[config.mk]
export PLATFORM = sky130hd
export DESIGN_NAME = cpu_ctrl
export DESIGN_NICKNAME = d
export VERILOG_FILES = /design/src/rtl/cpu_ctrl_pkg.sv /design/src/rtl/cpu_ctrl_reg_file.sv /design/src/rtl/cpu_ctrl.sv
export SDC_FILE = /design/constraint.sdc
export NUM_CORES = 1
export LEC_CHECK = 0
export CORE_ASPECT_RATIO = 1.5
export CORE_UTILIZATION = 45
export DETAILED_ROUTE_END_ITERATION = 7
export HOLD_SLACK_MARGIN = 0.12
export PLACE_DENSITY = 0.8
export RECOVER_POWER = 25
export REMOVE_ABC_BUFFERS = 1
export SLEW_MARGIN = 5
export SYNTH_ARGS = -nofsm -noshare
export SYNTH_HDL_FRONTEND = slang
export SYNTH_SLANG_ARGS = --single-unit
[constraint.sdc]
create_clock -name clk -period 6.5 [get_ports clk]
set_clock_uncertainty 0.2 [all_clocks]
set_input_delay 0.65 -clock clk [delete_from_list [all_inputs] [get_ports clk]]
set_output_delay 0.65 -clock clk [all_outputs]
set_load 0.005 [all_outputs]
[src/rtl/cpu_ctrl_pkg.sv]
// Shared definitions for the tinyCPU fetch/decode/sequencing controller:
// opcode classes, instruction field positions and FSM state encodings.
package cpu_ctrl_pkg;

  localparam logic [3:0] OPC_ALU_MAX = 4'hB;
  localparam logic [3:0] OPC_LDI     = 4'hC;
  localparam logic [3:0] OPC_JMP     = 4'hD;
  localparam logic [3:0] OPC_JCC     = 4'hE;
  localparam logic [3:0] OPC_HALT    = 4'hF;

  localparam int OPC_MSB = 15;
  localparam int OPC_LSB = 12;
  localparam int RD_MSB  = 11;
  localparam int RD_LSB  = 10;
  localparam int RS_MSB  = 9;
  localparam int RS_LSB  = 8;
  localparam int IMM_MSB = 7;
  localparam int IMM_LSB = 0;

  typedef enum logic [1:0] {
    ST_FETCH  = 2'd0,
    ST_DECODE = 2'd1,
    ST_EXEC   = 2'd2,
    ST_HALT   = 2'd3
  } state_t;

  function automatic logic is_alu_opc(input logic [3:0] opc);
    return (opc <= OPC_ALU_MAX);
  endfunction

endpackage

[src/rtl/cpu_ctrl_reg_file.sv]
// 4-entry register file: two operand read ports, one debug read port,
// one synchronous write port, cleared by the asynchronous reset.
module cpu_ctrl_reg_file #(
  parameter int DATA_W = 8
) (
  input  logic              clk,
  input  logic              rst_n,
  input  logic              i_we,
  input  logic [1:0]        i_waddr,
  input  logic [DATA_W-1:0] i_wdata,
  input  logic [1:0]        i_rd_sel,
  input  logic [1:0]        i_rs_sel,
  input  logic [1:0]        i_dbg_sel,
  output logic [DATA_W-1:0] o_rd_data,
  output logic [DATA_W-1:0] o_rs_data,
  output logic [DATA_W-1:0] o_dbg_data
);

  logic [DATA_W-1:0] r_mem [4];

  always_ff @(posedge clk or negedge rst_n) begin
    if (!rst_n) begin
      for (int i = 0; i < 4; i++) r_mem[i] <= '0;
    end else if (i_we) begin
      r_mem[i_waddr] <= i_wdata;
    end
  end

  assign o_rd_data  = r_mem[i_rd_sel];
  assign o_rs_data  = r_mem[i_rs_sel];
  assign o_dbg_data = r_mem[i_dbg_sel];

endmodule

[src/rtl/cpu_ctrl.sv]
// tinyCPU controller: fetches from a combinational ROM, decodes, drives the
// external ALU with registered operands and writes its result back.
module cpu_ctrl
  import cpu_ctrl_pkg::*;
#(
  parameter int              DATA_W   = 8,
  parameter int              PC_W     = 8,
  parameter logic [PC_W-1:0] PC_RESET = '0
) (
  input  logic              clk,
  input  logic              rst_n,
  input  logic              en,
  output logic [PC_W-1:0]   rom_addr,
  input  logic [15:0]       rom_out,
  output logic [DATA_W-1:0] alu_a,
  output logic [DATA_W-1:0] alu_b,
  output logic [3:0]        alu_op,
  input  logic [DATA_W-1:0] alu_e,
  input  logic [1:0]        alu_cc,
  output logic [1:0]        cc,
  output logic              halted,
  input  logic [1:0]        dbg_sel,
  output logic [DATA_W-1:0] dbg_data
);

  state_t            r_state;
  state_t            w_state_nxt;
  logic [PC_W-1:0]   r_pc;
  logic [15:0]       r_ir;
  logic [DATA_W-1:0] r_alu_a;
  logic [DATA_W-1:0] r_alu_b;
  logic [3:0]        r_alu_op;
  logic [1:0]        r_cc;

  logic [3:0]        w_opc;
  logic [1:0]        w_rd;
  logic [1:0]        w_rs;
  logic [7:0]        w_imm;
  logic [PC_W-1:0]   w_imm_pc;
  logic [DATA_W-1:0] w_rd_data;
  logic [DATA_W-1:0] w_rs_data;

  logic              w_ir_ld;
  logic              w_pc_inc;
  logic              w_pc_jmp;
  logic              w_opnd_ld;
  logic              w_cc_ld;
  logic              w_rf_we;
  logic [DATA_W-1:0] w_rf_wdata;
  logic              w_rf_we_en;

  assign w_opc    = r_ir[OPC_MSB:OPC_LSB];
  assign w_rd     = r_ir[RD_MSB:RD_LSB];
  assign w_rs     = r_ir[RS_MSB:RS_LSB];
  assign w_imm    = r_ir[IMM_MSB:IMM_LSB];
  assign w_imm_pc = PC_W'(w_imm);

  always_comb begin
    w_state_nxt = r_state;
    w_ir_ld     = 1'b0;
    w_pc_inc    = 1'b0;
    w_pc_jmp    = 1'b0;
    w_opnd_ld   = 1'b0;
    w_cc_ld     = 1'b0;
    w_rf_we     = 1'b0;
    w_rf_wdata  = alu_e;
    case (r_state)
      ST_FETCH: begin
        w_ir_ld     = 1'b1;
        w_pc_inc    = 1'b1;
        w_state_nxt = ST_DECODE;
      end
      ST_DECODE: begin
        if (is_alu_opc(w_opc)) begin
          w_opnd_ld   = 1'b1;
          w_state_nxt = ST_EXEC;
        end else begin
          w_state_nxt = ST_FETCH;
          case (w_opc)
            OPC_LDI: begin
              w_rf_we    = 1'b1;
              w_rf_wdata = DATA_W'(w_imm);
            end
            OPC_JMP: w_pc_jmp = 1'b1;
            // rs acts as a condition mask, so rs=0 can never branch
            OPC_JCC: w_pc_jmp = |(r_cc & w_rs);
            default: w_state_nxt = ST_HALT;
          endcase
        end
      end
      ST_EXEC: begin
        w_rf_we     = 1'b1;
        w_cc_ld     = 1'b1;
        w_state_nxt = ST_FETCH;
      end
      default: w_state_nxt = ST_HALT;
    endcase
  end

  always_ff @(posedge clk or negedge rst_n) begin
    if (!rst_n) r_state <= ST_FETCH;
    else if (en) r_state <= w_state_nxt;
  end

  // en gates every update so a stalled instruction resumes exactly where it stopped
  always_ff @(posedge clk or negedge rst_n) begin
    if (!rst_n) begin
      r_pc     <= PC_RESET;
      r_ir     <= '0;
      r_alu_a  <= '0;
      r_alu_b  <= '0;
      r_alu_op <= '0;
      r_cc     <= '0;
    end else if (en) begin
      if (w_ir_ld) r_ir <= rom_out;
      if (w_pc_jmp) r_pc <= w_imm_pc;
      else if (w_pc_inc) r_pc <= r_pc + PC_W'(1);
      if (w_opnd_ld) begin
        r_alu_a  <= w_rd_data;
        r_alu_b  <= w_rs_data;
        r_alu_op <= w_opc;
      end
      if (w_cc_ld) r_cc <= alu_cc;
    end
  end

  assign w_rf_we_en = en & w_rf_we;

  cpu_ctrl_reg_file #(.DATA_W(DATA_W)) u_reg_file (
    .clk        (clk),
    .rst_n      (rst_n),
    .i_we       (w_rf_we_en),
    .i_waddr    (w_rd),
    .i_wdata    (w_rf_wdata),
    .i_rd_sel   (w_rd),
    .i_rs_sel   (w_rs),
    .i_dbg_sel  (dbg_sel),
    .o_rd_data  (w_rd_data),
    .o_rs_data  (w_rs_data),
    .o_dbg_data (dbg_data)
  );

  assign rom_addr = r_pc;
  assign alu_a    = r_alu_a;
  assign alu_b    = r_alu_b;
  assign alu_op   = r_alu_op;
  assign cc       = r_cc;
  assign halted   = (r_state == ST_HALT);

endmodule

# Yosys cells after proc, flatten, opt, wreduce, memory -nomap -nowiden
# Index checks and enable logic that the tools add are counted.
# word_totals
register_bits	80
out_inout_bits	39
# classes
add_sub_neg	1
magnitude_cmp	5
eq_ne	6
n_mux	30
bitwise	5
n_reduce_logical	9
# ops
op	n
$mux W8	12
$bmux W8 S2	3
$bwmux W32	1
$demux W8 S2	1
$eq A4 B4 Y1 const B	3
$ge A3 B3 Y1 const B	3
$not A2 Y3	3
$add A8 B1 Y8 const B	1
$mux W1	8
$reduce_and A2 Y1	4
$pmux W2 S3	1
$eq A2 B2 Y1 const B	2
$le A4 B4 Y1 const B	1
$mux W2	2
$pmux W1 S2	2
$lt A3 B1 Y1 const B	1
$reduce_or A3 Y1	1
$and A2 B2 Y2	1
$eq A2 B1 Y1 const B	1
$logic_not A2 Y1	1
$reduce_bool A2 Y1	1
$reduce_or A2 Y1	1
$and A1 B1 Y1	1
$logic_and A1 B1 Y1	1

# Depth between registers and ports, before layout
# logic_depth
ltp_word	7
mapped_depth	7
mapped_depth_nobuf	6

# Hierarchy
# Synthesis repeated with hierarchy kept, for this count alone.
# unflattened
cells_unflattened	274
hier_area_um2	4018.9
# by_module_without_submodules
module	n_inst	cells_per_inst	area_each_um2	seq_area_each_um2
cpu_ctrl	1	176	2239.6	1201.2
cpu_ctrl_reg_file	1	98	1779.2	800.8

# Worst setup path before layout
# OpenSTA, ideal clock, no wires.
# synth_timing
path_kind	input to output
from	input port dbg_sel[0]
to	output port dbg_data[0]
t_arrival_ps	1637
required_ps	5650
path_slack_ps	4013
path_stages	2
cell_sequence	clkbuf_1 mux4_2
# synth_via
elab_chain_cells	4
# synth_lines
element	line_no	source
start, declared	cpu_ctrl.sv:22	input logic [1:0] dbg_sel,
$not A2 Y3 (not written as such)	cpu_ctrl_reg_file.sv:31	assign o_dbg_data = r_mem[i_dbg_sel];
$bmux W8 S2	cpu_ctrl_reg_file.sv:31	
$mux W8 (not written as such) (2 in a row)	cpu_ctrl_reg_file.sv:31	
end, declared	cpu_ctrl.sv:23	output logic [DATA_W-1:0] dbg_data
# Every way passes these cells. The select of a mux whose other input is x is not followed.

# Final worst setup path
# Same ends and word-level chain as after synthesis.

==> out/results.ini <==
[run_status]
status = completed

[routing]
drt_iter0_drc = 144
wire_per_inst_um = 19.8
drt_first_pass_iters = 4
drc = 0
routed_wl_mm = 9.17
vias_per_cell = 5.79
vias = 2683
ant_nets = 0

[timing]
tightest_slew_ns = 1.27
finalCriticalPeriod_ns = 3.48
period_share = 0.535
setup_viol = 0
rsz0062_at_grt = false
fmax_mhz = 287
drv_slew = 0
setup_tns_ns = 0
hold_viol = 0
maxSlewHeadroom = 0.153

[critical_path]
crit_chain = clkdlybuf4s50_1 > mux4_2 > clkdlybuf4s50_1
cp_slowest_cell = clkdlybuf4s50_1
crit_buf_inv = 2
cp_top_family = buffers and inverters
worstSetupStartpointType = input pin
crit_top_cell = clkdlybuf4s50_1
cp_data_required_time_ns = 5.65
critical_path_class = in -> out
worstPathMaxFanout = 8
cp-end-kind = output port
critPathArrivalTime_ns = 2.63
slowest_delay_ns = 0.91

[floorplan]
row_count = 42
die-area_mm2 = 0.00954
die_x_um = 80.1
die_height_um = 119
core_mm2 = 0.00883
start_util = 0.466
ios = 70

[logic_synthesis]
syn_area_mm2 = 0.00412
syn_avg_cell_area_um2 = 14.7
yosys_warnings = 0
synth_seq_cells = 80
yosysMostFrequentCell = dfrtp_1
synth_common_cells = dfrtp_1, mux2_2, mux4_2, nor2_1
synth_area_leaders = dfrtp_1, mux2_2, mux4_2
synth_top_area_cell = dfrtp_1
synth.distinct_cells = 41
yosysSeqAreaShare = 0.486
netlist_instances = 280
synth_edf_count = 0
ys.flop_type = dfrtp_1
synth_top_area_frac = 0.486
synthArstFlopShare = 1.00

[hold_path]
min_path_type = in -> async

[cells_and_area]
nets = 384
synthToLayoutAreaGrowth_pct = 26.8
layout-drive-gt1-share = 0.363
diodes = 0
nFillCells = 705

[cts]
h-tree-depth = 3
ctsResizeCount = 0
insertion_delay_ns = 0.34
cts_buffers = 9
cts_hold_buf = 0
cts_setup_buffers = 0
clk_pin_slew_worst_paths_ns = 0.06
clockBufferDepth = 2
clockRootBuffer = clkbuf_16
cts_tree = built
numClockSinks = 80

[power]
p_per_area_mw_per_mm2 = 480
p_sw_uw = 786
p_sw_frac = 0.313
power_frac_comb = 0.372
pwr-share-clk = 0.229
power.leakage_nw = 2.16
power_frac_seq = 0.400
ir_drop_uv = 233
finalPower_mw = 2.51
p_int_mw = 1.72

[global_routing]
grt_antenna_before_repair = 0
grt_pass1_vias = 2884
track_usage = 0.211
gr-total-overflow = 0
grt_pass1_wl_mm = 14.8
grt_max_degree = 81

[placement]
gp_congestion = 0.785
portBuffers = 69
hpwl_mm = 6.38

[flow_run]
max_cap_violations = 0

## layer usage
layer / vias to the layer above / GRT usage / wire length [um]
li1: 1208 / - / -
met1: 1384 / 0.245 / 3550
met2: 69 / 0.359 / 4970
met3: 22 / 0.0467 / 376
met4: 0 / 0.108 / 276
met5: - / 0 / 0
## path summary, 6_finish.rpt
path                       slack [ns]       start     endpoint  cells past startpoint
setup / recovery                 3.02  dbg_sel[0]  dbg_data[0]                      3
hold / removal                   0.27       rst_n     alu_b[4]                      1
setup reg to reg                 3.77  r_state[0]  rom_addr[3]                      6
hold reg to reg                  0.30   alu_op[2]    alu_op[2]                      2
max in group asynchronous        5.19       rst_n    alu_op[3]                      1
min in group clk                 0.30   alu_op[2]    alu_op[2]                      2
## worst register-to-register path: cells and delay by family, from the launching register on
kind | cells | cell delay [ns]
adders and majority gates | 1 | 0.23
AOI/OAI and AO/OA | 2 | 0.66
DFF | 1 | 0.40
and+or+nand+nor | 2 | 1.06
buffers and inverters | 1 | 0.09
## layout make-up
cell class / instances / area, um^2 / area share
multi-input cells: 180 / 2020 / 0.388
flip-flops and latches: 80 / 2000 / 0.384
repair buffers: 69 / 688 / 0.132
clock buffers: 11 / 233 / 0.0446
well taps: 110 / 138 / 0.0264
clock inverters: 5 / 104 / 0.0199
inverters: 8 / 30.0 / 0.00575
## flip-flops by register name, indices dropped and copies added, names as in the netlist
| signal | count |
|---|---|
| alu_a | 8 |
| alu_b | 8 |
| cc | 2 |
| r_ir | 16 |
| alu_op | 4 |
| r_state | 2 |
| rom_addr | 8 |
| u_reg_file.r_mem | 32 |
## through the flow
step	area, um^2	cells	setup WS, ns	utilization	hold WS, ns
finish	5220	463	3.02	0.591	0.272
global route	5220	463	2.94	0.591	0.314
detailed placement	4880	447	3.02	0.553	0.288
CTS	5220	463	3.00	0.591	0.303
floorplan	4060	268	4.23	-	0.154
global placement	4880	447	3.02	0.553	0.284
## cell usage in the layout (no fill, tap or decap), types with 2 or more instances in the layout
cell / instances
nor3_1: 3
nor4b_4: 2
inv_1: 8
mux2_2: 76
and3_1: 3
nand2b_1: 3
clkbuf_1: 2
nor2_1: 10
o2bb2ai_1: 4
clkbuf_16: 9
o22ai_1: 7
bufinv_16: 3
nand4_1: 2
nand3_1: 2
nand2_1: 8
clkdlybuf4s50_1: 68
a21oi_1: 2
mux4_2: 24
mux2i_1: 7
a22oi_1: 2
dfrtp_1: 80
or2_2: 2
ha_1: 5
## logic make-up after synthesis
family / share of synthesized area
xor+xnor: 0.00213
buf+inv: 0.0219
flops: 0.486
mux: 0.356
fa+ha+maj: 0.0152
simple gates: 0.0672
compound gates: 0.0511
## power groups by stage
| stage | Combinational, mW | Sequential [mW] | Clock [mW] |
|---|---|---|---|
| after floorplan | 0.603 | 0.927 | 0 |
| after global placement | 0.907 | 0.992 | 0 |
| after detailed placement | 0.935 | 1.01 | 0 |
| after CTS | 0.942 | 1.00 | 0.582 |
| after global routing | 1.00 | 1.05 | 0.601 |
| final | 0.931 | 1.00 | 0.573 |
No activity file was read; power rests on OpenSTA's default activity.
